<file path="config.mk">
export PLATFORM = sky130hd
export DESIGN_NAME = signed_bcd_module
export DESIGN_NICKNAME = d
export VERILOG_FILES = /design/src/rtl/signed_bcd_module_pkg.sv /design/src/rtl/signed_bcd_module_bin2bcd_step.sv /design/src/rtl/signed_bcd_module.sv
export SDC_FILE = /design/constraint.sdc
export NUM_CORES = 1
export LEC_CHECK = 0
export CELL_PAD_IN_SITES_DETAIL_PLACEMENT = 1
export CELL_PAD_IN_SITES_GLOBAL_PLACEMENT = 2
export CORE_UTILIZATION = 33
export DETAILED_ROUTE_END_ITERATION = 10
export HOLD_SLACK_MARGIN = 0.03
export PLACE_DENSITY_LB_ADDON = 0.1
export SLEW_MARGIN = 20
export SYNTH_ARGS = -nofsm -noshare
export SYNTH_HDL_FRONTEND = slang
export SYNTH_SLANG_ARGS = --single-unit
</file>
<file path="constraint.sdc">
create_clock -name clk -period 1.8 [get_ports clk]
set_input_delay 0.36 -clock clk [delete_from_list [all_inputs] [get_ports clk]]
set_output_delay 0.36 -clock clk [all_outputs]
set_load 0.03 [all_outputs]
</file>
<file path="src/rtl/signed_bcd_module_pkg.sv">
`default_nettype none
// ============================================================================
//  Module   : signed_bcd_module_pkg
//  Purpose  : Shared constants for the signed binary-to-BCD converter:
//             data/BCD widths, iteration count and FSM state encoding.
//  Ports    : none (package)
//  Revision : 1.0  initial release
// ============================================================================
package signed_bcd_module_pkg;

   localparam int DATA_W   = 8;    // binary input width
   localparam int BCD_W    = 12;   // hundreds/tens/units
   localparam int ITER_CNT = 8;    // one double-dabble step per input bit
   localparam int CNT_W    = 3;
   localparam int STATE_W  = 3;

   localparam logic [STATE_W-1:0] ST_IDLE  = 3'd0;
   localparam logic [STATE_W-1:0] ST_LOAD  = 3'd1;
   localparam logic [STATE_W-1:0] ST_SHIFT = 3'd2;
   localparam logic [STATE_W-1:0] ST_OUT   = 3'd3;
   localparam logic [STATE_W-1:0] ST_DONE  = 3'd4;

endpackage
`default_nettype wire

</file>
<file path="src/rtl/signed_bcd_module_bin2bcd_step.sv">
`default_nettype none
// ============================================================================
//  Module   : bin2bcd_step
//  Purpose  : One combinational double-dabble step: add 3 to every BCD digit
//             that is >= 5, then shift the accumulator left one bit, taking
//             the next binary bit into the LSB.
//  Ports    : bcd_in  [11:0] accumulator before the step
//             bin_msb        next magnitude bit (MSB first)
//             bcd_out [11:0] accumulator after the step
//  Revision : 1.0  initial release
// ============================================================================
module bin2bcd_step
   import signed_bcd_module_pkg::*;
(
   input  logic [BCD_W-1:0] bcd_in,
   input  logic             bin_msb,
   output logic [BCD_W-1:0] bcd_out
);

   logic [BCD_W-1:0] w_adj;

   for (genvar d = 0; d < BCD_W/4; d++) begin : g_digit
      assign w_adj[4*d +: 4] = (bcd_in[4*d +: 4] >= 4'd5) ?
                               (bcd_in[4*d +: 4] + 4'd3) : bcd_in[4*d +: 4];
   end

   // The top bit of the hundreds digit is discarded; magnitudes never exceed
   // 255, so the hundreds digit stays below 8 and nothing is lost.
   assign bcd_out = {w_adj[BCD_W-2:0], bin_msb};

endmodule
`default_nettype wire

</file>
<file path="src/rtl/signed_bcd_module.sv">
`default_nettype none
// ============================================================================
//  Module   : signed_bcd_module
//  Purpose  : Converts a divider's quotient and remainder to sign + 3-digit
//             BCD magnitude using 8 sequential double-dabble steps.
//             Define SIGNED_BCD_SIGNED_EN for two's-complement inputs;
//             otherwise inputs are unsigned 0..255 and signs read 0.
//  Ports    : clk, rst (sync, active high), start_sig (level, advances FSM)
//             quotient[7:0], reminder[7:0]    divider results
//             done_sig                        one-cycle result-valid pulse
//             q_sign, q_bcd[11:0]             quotient sign / BCD magnitude
//             r_sign, r_bcd[11:0]             remainder sign / BCD magnitude
//  Revision : 1.0  initial release
// ============================================================================
module signed_bcd_module
   import signed_bcd_module_pkg::*;
(
   input  logic              clk,
   input  logic              rst,
   input  logic              start_sig,
   input  logic [DATA_W-1:0] quotient,
   input  logic [DATA_W-1:0] reminder,
   output logic              done_sig,
   output logic              q_sign,
   output logic [BCD_W-1:0]  q_bcd,
   output logic              r_sign,
   output logic [BCD_W-1:0]  r_bcd
);

   logic [STATE_W-1:0] r_state, w_next_state;
   logic [CNT_W-1:0]   r_cnt;
   logic [DATA_W-1:0]  r_q_mag, r_r_mag;
   logic [BCD_W-1:0]   r_q_acc, r_r_acc;
   logic               r_q_neg, r_r_neg;

   logic [DATA_W-1:0]  w_q_mag, w_r_mag;
   logic               w_q_neg, w_r_neg;
   logic [BCD_W-1:0]   w_q_step, w_r_step;
   logic               w_last_iter;

`ifdef SIGNED_BCD_SIGNED_EN
   // 8'h80 negates to itself, which read as unsigned is exactly 128.
   assign w_q_neg = quotient[DATA_W-1];
   assign w_r_neg = reminder[DATA_W-1];
   assign w_q_mag = w_q_neg ? (~quotient + 8'd1) : quotient;
   assign w_r_mag = w_r_neg ? (~reminder + 8'd1) : reminder;
`else
   assign w_q_neg = 1'b0;
   assign w_r_neg = 1'b0;
   assign w_q_mag = quotient;
   assign w_r_mag = reminder;
`endif

   bin2bcd_step u_q_step (
      .bcd_in  (r_q_acc),
      .bin_msb (r_q_mag[DATA_W-1]),
      .bcd_out (w_q_step)
   );

   bin2bcd_step u_r_step (
      .bcd_in  (r_r_acc),
      .bin_msb (r_r_mag[DATA_W-1]),
      .bcd_out (w_r_step)
   );

   assign w_last_iter = (r_cnt == CNT_W'(ITER_CNT - 1));

   // State register
   always_ff @(posedge clk) begin
      if (rst) r_state <= ST_IDLE;
      else     r_state <= w_next_state;
   end

   // Next state: every busy state except DONE stalls while start_sig is low,
   // so the done pulse is always exactly one cycle wide.
   always_comb begin
      w_next_state = r_state;
      case (r_state)
         ST_IDLE:  if (start_sig) w_next_state = ST_LOAD;
         ST_LOAD:  if (start_sig) w_next_state = ST_SHIFT;
         ST_SHIFT: if (start_sig && w_last_iter) w_next_state = ST_OUT;
         ST_OUT:   if (start_sig) w_next_state = ST_DONE;
         ST_DONE:  w_next_state = ST_IDLE;
         default:  w_next_state = ST_IDLE;
      endcase
   end

   // Output decode
   always_comb begin
      done_sig = (r_state == ST_DONE);
   end

   // Datapath: capture, shift and publish only on cycles the FSM advances.
   always_ff @(posedge clk) begin
      if (rst) begin
         r_cnt   <= '0;
         r_q_mag <= '0;
         r_r_mag <= '0;
         r_q_acc <= '0;
         r_r_acc <= '0;
         r_q_neg <= 1'b0;
         r_r_neg <= 1'b0;
         q_sign  <= 1'b0;
         q_bcd   <= '0;
         r_sign  <= 1'b0;
         r_bcd   <= '0;
      end else if (start_sig) begin
         case (r_state)
            ST_LOAD: begin
               r_q_mag <= w_q_mag;
               r_r_mag <= w_r_mag;
               r_q_neg <= w_q_neg;
               r_r_neg <= w_r_neg;
               r_q_acc <= '0;
               r_r_acc <= '0;
               r_cnt   <= '0;
            end
            ST_SHIFT: begin
               r_q_acc <= w_q_step;
               r_r_acc <= w_r_step;
               r_q_mag <= {r_q_mag[DATA_W-2:0], 1'b0};
               r_r_mag <= {r_r_mag[DATA_W-2:0], 1'b0};
               r_cnt   <= r_cnt + 3'd1;   // wraps 7 -> 0 on exit
            end
            ST_OUT: begin
               q_sign <= r_q_neg;
               q_bcd  <= r_q_acc;
               r_sign <= r_r_neg;
               r_bcd  <= r_r_acc;
            end
            default: ;
         endcase
      end
   end

endmodule
`default_nettype wire

</file>
==> summary.txt, run 1 <==
Worst setup path
  • CP max-delay cell: clkdlybuf4s50_1
  • Crit path buffers/inverters: 1
  • CP Max Fanout: 2
  • Crit path max-delay family: buffers and inverters
  • Worst Path Class, Setup: register to output pin
  • Crit path DAT: 1.37 ns
  • Reg2Reg Capture Point: r_r_acc[0]$_SDFFE_PP0P_
  • Crit-path max cell delay: 0.68 ns
  • Cells on worst reg2reg path: 6
  • Worst Setup End Kind: output pin
  • Critical Path RT: 1.44 ns
  • Cell Chain, Critical Path: clkdlybuf4s50_1
  • Worst reg2reg startpoint: r_state[1]$_SDFFE_PP0P_
  • FF-to-FF setup slack: 0.22 ns
  • Critical path startpoint category: register

Synth
  • Post-synth top cells: dfxtp_1 (70), nand2_1 (53), a21oi_1 (46), nor2_1 (22), mux2i_1 (19)
  • Register area share after synthesis: 42.85%
  • Post-synth cell types: 37
  • Ys async rst share: 0%
  • Post-synth top area share: 42.85%
  • Mean Syn Cell Area: 9.035 um2
  • Syn Inst Count: 362
  • FF+latch count, synth: 70
  • Cell Area, Synth: 0.003271 mm2
  • Synth area leader: dfxtp_1
  • Main synth FF type: dfxtp_1
  • Most numerous cell in the Yosys netlist: dfxtp_1
  • Synth warn: 0
  • EDFF count, synth: 0
  • Area contributors post-synth: dfxtp_1 (43%), a21oi_1 (7.0%), nand2_1 (6.1%)

Timing
  • Setup-failing EPs final: 0
  • Final Cycle Share: 96.36%
  • Final hold vios: 0
  • Smallest hold slack: 0.4548 ns
  • RSZ-0062 raised after global routing: false
  • Worst clock skew: 0.01118 ns
  • TNS Setup: 0 ns
  • Tmin final: 1.735 ns
  • Max Clk Rate: 576.5 MHz
  • Pins Over Slew Limit: 0

CTS
  • Reg clk slew, reported paths: 0.08 ns
  • Root buffer cell: clkbuf_8
  • Number of CTS-inserted buffers: 9
  • Clock Tree Buf Depth: 2
  • H-tree lvl count: 3
  • # hold bufs at CTS: 0
  • CTS sink cnt: 70
  • Clk Latency, worst-skew pair: 0.35 ns
  • Post CTS Setup Buffer Count: 0
  • CTS tree: yes

Floorplanning
  • Die Y-Extent: 101.6 um
  • IO Pins: 46
  • Die width: 101.6 um
  • Initial core utilization: 34.74%
  • Full die area: 0.01031 mm2
  • # rows: 35
  • Core Area: 0.009415 mm2

Global routing
  • Global-route wire length before repair: 12.90 mm
  • Initial antenna violation count: 0
  • GRT Total Usage: 16.24%
  • Vias in the first global route: 2757
  • Remaining global-route overflow: 0
  • Pin count of the biggest net entering global routing: 32

Finish
  • Layout area overhead: 25.86%
  • N_diodes: 0
  • Layout net count: 448
  • Number of fill cells: 1112
  • Non-filler cells, final: 549
  • Register Area: 0.001401 mm2
  • Area of the multi-input gates: 0.001653 mm2
  • Layout cells sized above 1: 14.52%

Routing
  • Avg WL per Cell: 13.65 um
  • WL met2: 3.595 mm
  • Drt total wl: 7.492 mm
  • Routed wl met3: 201 um
  • Initial DRC Count: 49
  • Highest metal used: met4
  • Vias per cell: 4.898
  • Router iterations before antenna repair: 4
  • Number of remaining DRC errors: 0
  • Met1 WL: 3.555 mm
  • Routed Antenna Nets: 0
  • Vias: 2689

Worst hold path
  • Hold path startpoint: r_bcd[3]$_SDFFE_PP0P_
  • Worst Hold Endpoint: r_bcd[3]$_SDFFE_PP0P_
  • Min-delay worst type: register to register
  • Worst hold path stage count: 2

Place
  • Final Wtd Congestion: 0.7373
  • Hpwl dp: 5.231 mm
  • I/O Buffers: 43
  • Placed insts: 533

Power
  • Pwr Density: 794.7 mW/mm2
  • Tot Pwr: 3.271 mW
  • Pleak: 1.490 nW
  • VDD IR max: 0.3910 mV

Status
  • Status: complete, no violations

Job
  • Max Cap Viol: 0
## per-layer routing
metal | vias to the layer above | track usage (%)
li1 | 1335 | -
met1 | 1304 | 19.60
met2 | 40 | 27.60
met3 | 10 | 3.934
met4 | 0 | 6.689
met5 | - | 0
## layout make-up
type / instances / area share (%)
clock inverters: 7 / 1.793
clock buffers: 9 / 3.009
flip-flops and latches: 70 / 34.04
multi-input cells: 252 / 40.15
inverters: 17 / 1.550
repair buffers: 65 / 15.53
well taps: 129 / 3.921
## report_power, final
| group | total (mW) | leakage (nW) | switching, mW | internal [mW] |
|---|---|---|---|---|
| combinational | 0.353 | 0.825 | 0.192 | 0.161 |
| clock | 1.31 | 0.0996 | 0.663 | 0.645 |
| sequential | 1.61 | 0.566 | 0.0227 | 1.59 |
## cells by family (layout without fill, tap and decap cells)
| group | after synthesis | after routing | share of synthesized area [%] |
|---|---|---|---|
| adder cells (fa/ha/maj) | 14 | 14 | 5.356 |
| AO/OA/AOI/OAI | 96 | 96 | 20.16 |
| other | 1 | 2 | 0.1147 |
| AND/OR/NAND/NOR | 110 | 110 | 16.03 |
| buffers and inverters | 41 | 98 | 6.733 |
| flip-flops | 70 | 70 | 42.85 |
| XOR/XNOR | 11 | 11 | 2.946 |
| multiplexers | 19 | 19 | 5.815 |
## layout by cell type (no fill, tap or decap), drive strengths merged, types with 3 or more instances in the layout
cell	count
dfxtp	70
nand2	53
a21oi	46
clkdlybuf4s50	41
nor2	24
buf	23
mux2i	19
inv	18
ha	14
a211oi	14
a22o	12
o21ai	12
nand2b	10
xnor2	10
clkbuf	9
nand3	7
or2	6
a32o	4
a22oi	4
clkinv	4
nor3	3
## what timing repair did
item | in CTS | in global routing
hold endpoints to repair | 0 | 0
endpoints found under the setup margin | 1 | 0
gates resized for setup | 1 | 0
## state kept, by name (all words and copies together) (netlist names)
| name | cells |
|---|---|
| r_state | 3 |
| q_bcd | 12 |
| r_r_mag | 8 |
| r_q_acc | 12 |
| r_bcd | 12 |
| r_r_acc | 12 |
| r_cnt | 3 |
| r_q_mag | 8 |
## through the flow
stage / utilization [%] / cell area [um2] / setup slack, ns
global placement: 41.63 / 3920 / -0.07342
global route: 43.72 / 4116 / 0.002208
detailed placement: 41.63 / 3920 / -0.1202
finish: 43.72 / 4116 / 0.06547
floorplan: - / 3274 / 0.3530
CTS: 43.72 / 4116 / 0.03971
## how the worst max path moves through the flow
stage | to | slack, ns | cells after the start | from
global placement | r_r_mag[5]$_SDFFE_PP0P_ | -0.07 | 6 | start_sig
finish | r_bcd[4] | 0.07 | 1 | r_bcd[4]$_SDFFE_PP0P_
global route | done_sig | 0.002 | 3 | r_state[0]$_SDFFE_PP0P_
detailed placement | r_r_mag[4]$_SDFFE_PP0P_ | -0.12 | 6 | start_sig
floorplan | r_q_acc[10]$_SDFFE_PP0P_ | 0.35 | 7 | r_state[2]$_SDFFE_PP0P_
CTS | r_bcd[4] | 0.04 | 1 | r_bcd[4]$_SDFFE_PP0P_
Note: power is estimated with default switching activity, not from simulation.
==> run 2: changes to the inputs <==
- CORE_UTILIZATION: 33 -> 38
- DONT_BUFFER_PORTS: unset -> 1
==> summary.txt, run 2 (synthesis results as in run 1) <==
Floorplanning
  • Full die area: 0.008982 mm2 (was 0.01031 mm2)
  • Die Y-Extent: 94.78 um (was 101.6 um)
  • IO Pins: 46 (unchanged)
  • Die width: 94.78 um (was 101.6 um)
  • # rows: 33 (was 35)
  • Initial core utilization: 39.61% (was 34.74%)
  • Core Area: 0.008258 mm2 (was 0.009415 mm2)

Timing
  • TNS Setup: 0 ns (unchanged)
  • Smallest hold slack: 0.08207 ns (was 0.4548 ns)
  • RSZ-0062 raised after global routing: false (unchanged)
  • Final hold vios: 0 (unchanged)
  • Pins Over Slew Limit: 0 (unchanged)
  • Max Clk Rate: 588.8 MHz (was 576.5 MHz)
  • Worst clock skew: 0.01293 ns (was 0.01118 ns)
  • Tmin final: 1.698 ns (was 1.735 ns)
  • Final Cycle Share: 94.36% (was 96.36%)
  • Setup-failing EPs final: 0 (unchanged)
  • Final WS setup: 0.1015 ns (was 0.06547 ns)

Job
  • Max Cap Viol: 0 (unchanged)

CTS
  • H-tree lvl count: 3 (unchanged)
  • Root buffer cell: clkbuf_8 (unchanged)
  • # hold bufs at CTS: 0 (unchanged)
  • Post CTS Setup Buffer Count: 0 (unchanged)
  • CTS sink cnt: 70 (unchanged)
  • Clk Latency, worst-skew pair: 0.34 ns (was 0.35 ns)
  • Clock Tree Buf Depth: 2 (unchanged)
  • Number of CTS-inserted buffers: 9 (unchanged)
  • Reg clk slew, reported paths: 0.08 ns (about the same)
  • CTS tree: yes (unchanged)

Power
  • Pwr Density: 826.7 mW/mm2 (was 794.7 mW/mm2)
  • VDD IR max: 0.3353 mV (was 0.3910 mV)
  • Pleak: 1.270 nW (was 1.490 nW)
  • Tot Pwr: 2.946 mW (was 3.271 mW)

Finish
  • Most common cell after layout, fill and taps aside: dfxtp_1 (unchanged)
  • Layout net count: 396 (was 448)
  • Non-filler cells, final: 471 (was 549)
  • Layout cells sized above 1: 13.66% (was 14.52%)
  • Layout area overhead: 8.952% (was 25.86%)
  • N_diodes: 0 (unchanged)
  • Commonest non-fill, non-tap cells in the layout: dfxtp_1 (70), nand2_1 (53), a21oi_1 (46), nor2_1 (22), mux2i_1 (19) (was dfxtp_1 (70), nand2_1 (53), a21oi_1 (46), clkdlybuf4s50_1 (41), nor2_1 (22))

Worst setup path
  • CP Max Fanout: 7 (was 2)
  • Critical path startpoint category: register (unchanged)
  • Crit path DAT: 1.34 ns (was 1.37 ns)
  • Critical Path RT: 1.44 ns (about the same)
  • Worst Path Class, Setup: register to output pin (unchanged)
  • Worst Setup End Kind: output pin (unchanged)

Global routing
  • GRT Total Usage: 17.03% (was 16.24%)
  • Met1 Usage GRT: 21.70% (was 19.60%)
  • Global-route wire length before repair: 11.82 mm (was 12.90 mm)
  • Vias in the first global route: 2450 (was 2757)
  • Most used routing layer: met2 (unchanged)
  • GR Util met3: 4.267% (was 3.934%)
  • Initial antenna violation count: 0 (unchanged)
  • Remaining global-route overflow: 0 (unchanged)
  • Pin count of the biggest net entering global routing: 57 (was 32)
  • Routing usage on met2: 27.58% (was 27.60%)

Place
  • Placed insts: 457 (was 533)
  • Setup WS pre-CTS: 0.2407 ns (was -0.1202 ns)
  • I/O Buffers: 0 (was 43)
  • Final Wtd Congestion: 0.6910 (was 0.7373)
  • Hpwl dp: 4.753 mm (was 5.231 mm)

Routing
  • Number of remaining DRC errors: 0 (unchanged)
  • Vias: 2426 (was 2689)
  • Vias per cell: 5.151 (was 4.898)
  • Drt total wl: 7.036 mm (was 7.492 mm)
  • Routed Antenna Nets: 0 (unchanged)
  • Router iterations before antenna repair: 4 (unchanged)
  • Initial DRC Count: 73 (was 49)
  • Avg WL per Cell: 14.94 um (was 13.65 um)

Status
  • Status: complete, no violations (unchanged)

Worst hold path
  • Min-delay worst type: input port to register (was register to register)
## run 2: changes by cell type in the layout (fill, tap and decap cells not counted)
cell and change:
and2_1 -1, and2_2 +1, buf_12 +1, buf_2 -1
buf_4 -10, bufinv_16 -1, clkdlybuf4s50_1 -41, clkinv_2 +2
clkinv_4 -1, clkinvlp_4 -1, dlygate4sd2_1 -1, inv_6 -1
## run 2: cell type report
type                    count  area, um2
multi-input cells         252       1654
inverters                  17      63.81
clock inverters             5      28.78
well taps                 105      131.4
flip-flops and latches     70       1401
clock buffers               9      123.9
repair buffers             13      160.2
fillers                   965       4695
## run 2: worst paths after layout
kind,startpoint,endpoint,cells past startpoint,slack [ns]
hold / removal,rst,r_q_mag[7]$_SDFFE_PP0P_,1,0.08
hold reg to reg,r_r_mag[0]$_SDFFE_PP0P_,r_r_mag[0]$_SDFFE_PP0P_,2,0.45
setup / recovery,r_state[0]$_SDFFE_PP0P_,done_sig,3,0.10
setup reg to reg,r_state[1]$_SDFFE_PP0P_,r_q_acc[10]$_SDFFE_PP0P_,5,0.21
## run 2: stage by stage
stage	utilization [%]	cell area, um2
final	43.15	3563
after detailed placement	41.29	3410
after CTS	43.14	3562
after global routing	43.15	3563
after floorplan	-	3274
after global placement	41.29	3410
## run 2: repair_timing
item / in CTS / in global routing
endpoints found under the hold margin: 0 / 0
gates resized for setup: 0 / 1
endpoints found under the setup margin: 0 / 1
## run 2: layer usage
layer	part of all wire [%]	vias up
li1	-	1231
met1	49	1147
met5	0	-
met4	1.1	0
met2	46	40
met3	3.7	8
## run 2: critical path, cell delays in order, from the launching register on
cell	delay, ns
dfxtp_1	0.48
buf_4	0.20
nor2_1	0.05
and2_2	0.27
## run 2: power by group
part	leakage, nW	internal, mW	switching [mW]	total [mW]
registers	0.566	1.59	0.0310	1.62
logic	0.619	0.123	0.144	0.267
clock network	0.0845	0.477	0.583	1.06
total	1.27	2.19	0.758	2.95
==> run 3: changes to the inputs <==
- CORE_MARGIN: unset -> 4
==> summary.txt, run 3 (synthesis results as in run 1) <==
Finish
  • Post-Route Utilization: 43.33% (was 43.15%)
  • Commonest non-fill, non-tap cells in the layout: dfxtp_1 (70), nand2_1 (53), a21oi_1 (46), nor2_1 (22), mux2i_1 (19) (unchanged)
  • Most common cell after layout, fill and taps aside: dfxtp_1 (unchanged)
  • N_diodes: 0 (unchanged)
  • Layout cells sized above 1: 14.56% (was 13.66%)
  • Layout net count: 399 (was 396)
  • Layout area overhead: 9.946% (was 8.952%)

Worst setup path
  • Worst reg2reg startpoint: r_state[1]$_SDFFE_PP0P_ (unchanged)
  • Worst Setup EP: done_sig (unchanged)
  • Worst Path Class, Setup: register to output pin (unchanged)
  • Crit path DAT: 1.34 ns (about the same)
  • Reg2Reg Capture Point: r_r_mag[1]$_SDFFE_PP0P_ (was r_q_acc[10]$_SDFFE_PP0P_)
  • Cells on worst reg2reg path: 5 (unchanged)
  • Critical Path RT: 1.44 ns (about the same)
  • Critical path startpoint category: register (unchanged)
  • Setup crit start: r_state[0]$_SDFFE_PP0P_ (unchanged)
  • CP max-delay cell: dfxtp_1 (unchanged)
  • Crit-path max cell delay: 0.47 ns (was 0.48 ns)
  • Worst Setup End Kind: output pin (unchanged)
  • Cell Chain, Critical Path: buf_4, nor2_1, and2_2 (unchanged)
  • FF-to-FF setup slack: 0.20 ns (was 0.21 ns)
  • CP Max Fanout: 7 (unchanged)

Timing
  • Tmin final: 1.698 ns (about the same)
  • Final hold vios: 0 (unchanged)
  • Smallest hold slack: 0.07404 ns (was 0.08207 ns)
  • Setup-failing EPs final: 0 (unchanged)
  • Least-Margin Pin Slew: 0.5519 ns
  • Final Cycle Share: 94.34% (was 94.36%)
  • Pins Over Slew Limit: 0 (unchanged)
  • Max Clk Rate: 588.9 MHz (was 588.8 MHz)
  • TNS Setup: 0 ns (unchanged)
  • Worst clock skew: 0.008360 ns (was 0.01293 ns)
  • Max-slew headroom: 63.13%
  • RSZ-0062 raised after global routing: false (unchanged)

CTS
  • CTS tree: yes (unchanged)
  • Clock Tree Buf Depth: 2 (unchanged)
  • Post CTS Setup Buffer Count: 0 (unchanged)
  • Reg clk slew, reported paths: 0.07 ns (was 0.08 ns)
  • Clk Latency, worst-skew pair: 0.34 ns (about the same)
  • Root buffer cell: clkbuf_8 (unchanged)
  • Number of CTS-inserted buffers: 9 (unchanged)
  • CTS sink cnt: 70 (unchanged)
  • H-tree lvl count: 3 (unchanged)

Routing
  • Vias: 2448 (was 2426)
  • Number of remaining DRC errors: 0 (unchanged)
  • Initial DRC Count: 72 (was 73)
  • Drt total wl: 7.224 mm (was 7.036 mm)
  • Vias per cell: 5.143 (was 5.151)
  • Router iterations before antenna repair: 4 (unchanged)
  • Avg WL per Cell: 15.18 um (was 14.94 um)
  • Routed Antenna Nets: 0 (unchanged)

Worst hold path
  • Min-delay worst type: input port to register (unchanged)

Global routing
  • Vias in the first global route: 2480 (was 2450)
  • Remaining global-route overflow: 0 (unchanged)
  • Initial antenna violation count: 0 (unchanged)
  • Pin count of the biggest net entering global routing: 57 (unchanged)
  • GRT Total Usage: 15.28% (was 17.03%)
  • Global-route wire length before repair: 12.25 mm (was 11.82 mm)

Place
  • I/O Buffers: 0 (unchanged)
  • Final Wtd Congestion: 0.7396 (was 0.6910)
  • Hpwl dp: 4.971 mm (was 4.753 mm)

Floorplanning
  • # rows: 33 (unchanged)
  • Initial core utilization: 39.41% (was 39.61%)
  • Core Area: 0.008299 mm2 (was 0.008258 mm2)
  • Full die area: 0.01016 mm2 (was 0.008982 mm2)
  • IO Pins: 46 (unchanged)
  • Die Y-Extent: 100.8 um (was 94.78 um)
  • Die width: 100.8 um (was 94.78 um)

Power
  • Pwr Density: 886.4 mW/mm2 (was 826.7 mW/mm2)
  • Pleak: 1.298 nW (was 1.270 nW)
  • VDD IR max: 0.4081 mV (was 0.3353 mV)
  • Tot Pwr: 3.188 mW (was 2.946 mW)

Job
  • Max Cap Viol: 0 (unchanged)

Status
  • Status: complete, no violations (unchanged)
[run 3: cell count changes in the layout (fill, tap and decap cells not counted)]
cell,previous run,this run
clkbuf_1,0,1
clkinv_2,4,3
buf_4,8,14
clkbuf_8,9,11
bufinv_16,0,1
clkinv_4,1,0
buf_12,5,2
[run 3: worst min path at each step]
stage	endpoint	depth (start not counted)	startpoint
6_report	r_r_mag[7]$_SDFFE_PP0P_	1	rst
5_1_grt	r_r_mag[2]$_SDFFE_PP0P_	1	rst
4_1_cts	r_r_mag[3]$_SDFFE_PP0P_	1	rst
3_5_place_dp	r_r_mag[3]$_SDFFE_PP0P_	1	rst
3_3_place_gp	r_q_mag[2]$_SDFFE_PP0P_	1	rst
2_1_floorplan	r_r_mag[0]$_SDFFE_PP0P_	2	r_r_mag[0]$_SDFFE_PP0P_
[run 3: critical path, delay by kind of cell, from the launching register on]
family                 cells  cell delay (ns)
buffers and inverters      1             0.20
AND/OR/NAND/NOR            2             0.33
flip-flops                 1             0.47
[run 3: area by class of cell]
cell class,count,area [um2]
clock buffers,12,155.1
repair buffers,16,145.1
clock inverters,4,45.04
well taps,105,131.4
fillers,970,4703
multi-input cells,252,1654
flip-flops and latches,70,1401
inverters,17,63.81
[run 3: through the flow]
| stage | setup slack [ns] | instances | cell area [um2] |
|---|---|---|---|
| 2_1_floorplan | 0.3530 | 363 | 3274 |
| 3_3_place_gp | 0.2767 | 460 | 3395 |
| 3_5_place_dp | 0.1870 | 460 | 3395 |
| 4_1_cts | 0.04524 | 476 | 3595 |
| 5_1_grt | 0.02726 | 476 | 3596 |
| 6_report | 0.1019 | 476 | 3596 |
[run 3: timing repair]
action / in CTS / in global routing
hold buffers: 0 / 0
setup endpoints to repair: 0 / 1
gates resized for setup: 0 / 1
[run 3: power breakdown]
part	switching (mW)	internal [mW]	leakage, nW
clock network	0.594	0.710	0.106
logic	0.148	0.119	0.626
registers	0.0298	1.59	0.566
total	0.771	2.42	1.30
[run 3: per-layer routing]
layer / part of all wire (%) / GRT usage (%) / vias up
li1: - / - / 1240
met3: 4.1 / 3.945 / 9
met2: 46 / 24.15 / 34
met5: 0 / 0 / -
met4: 1.5 / 6.528 / 0
met1: 48 / 19.69 / 1165
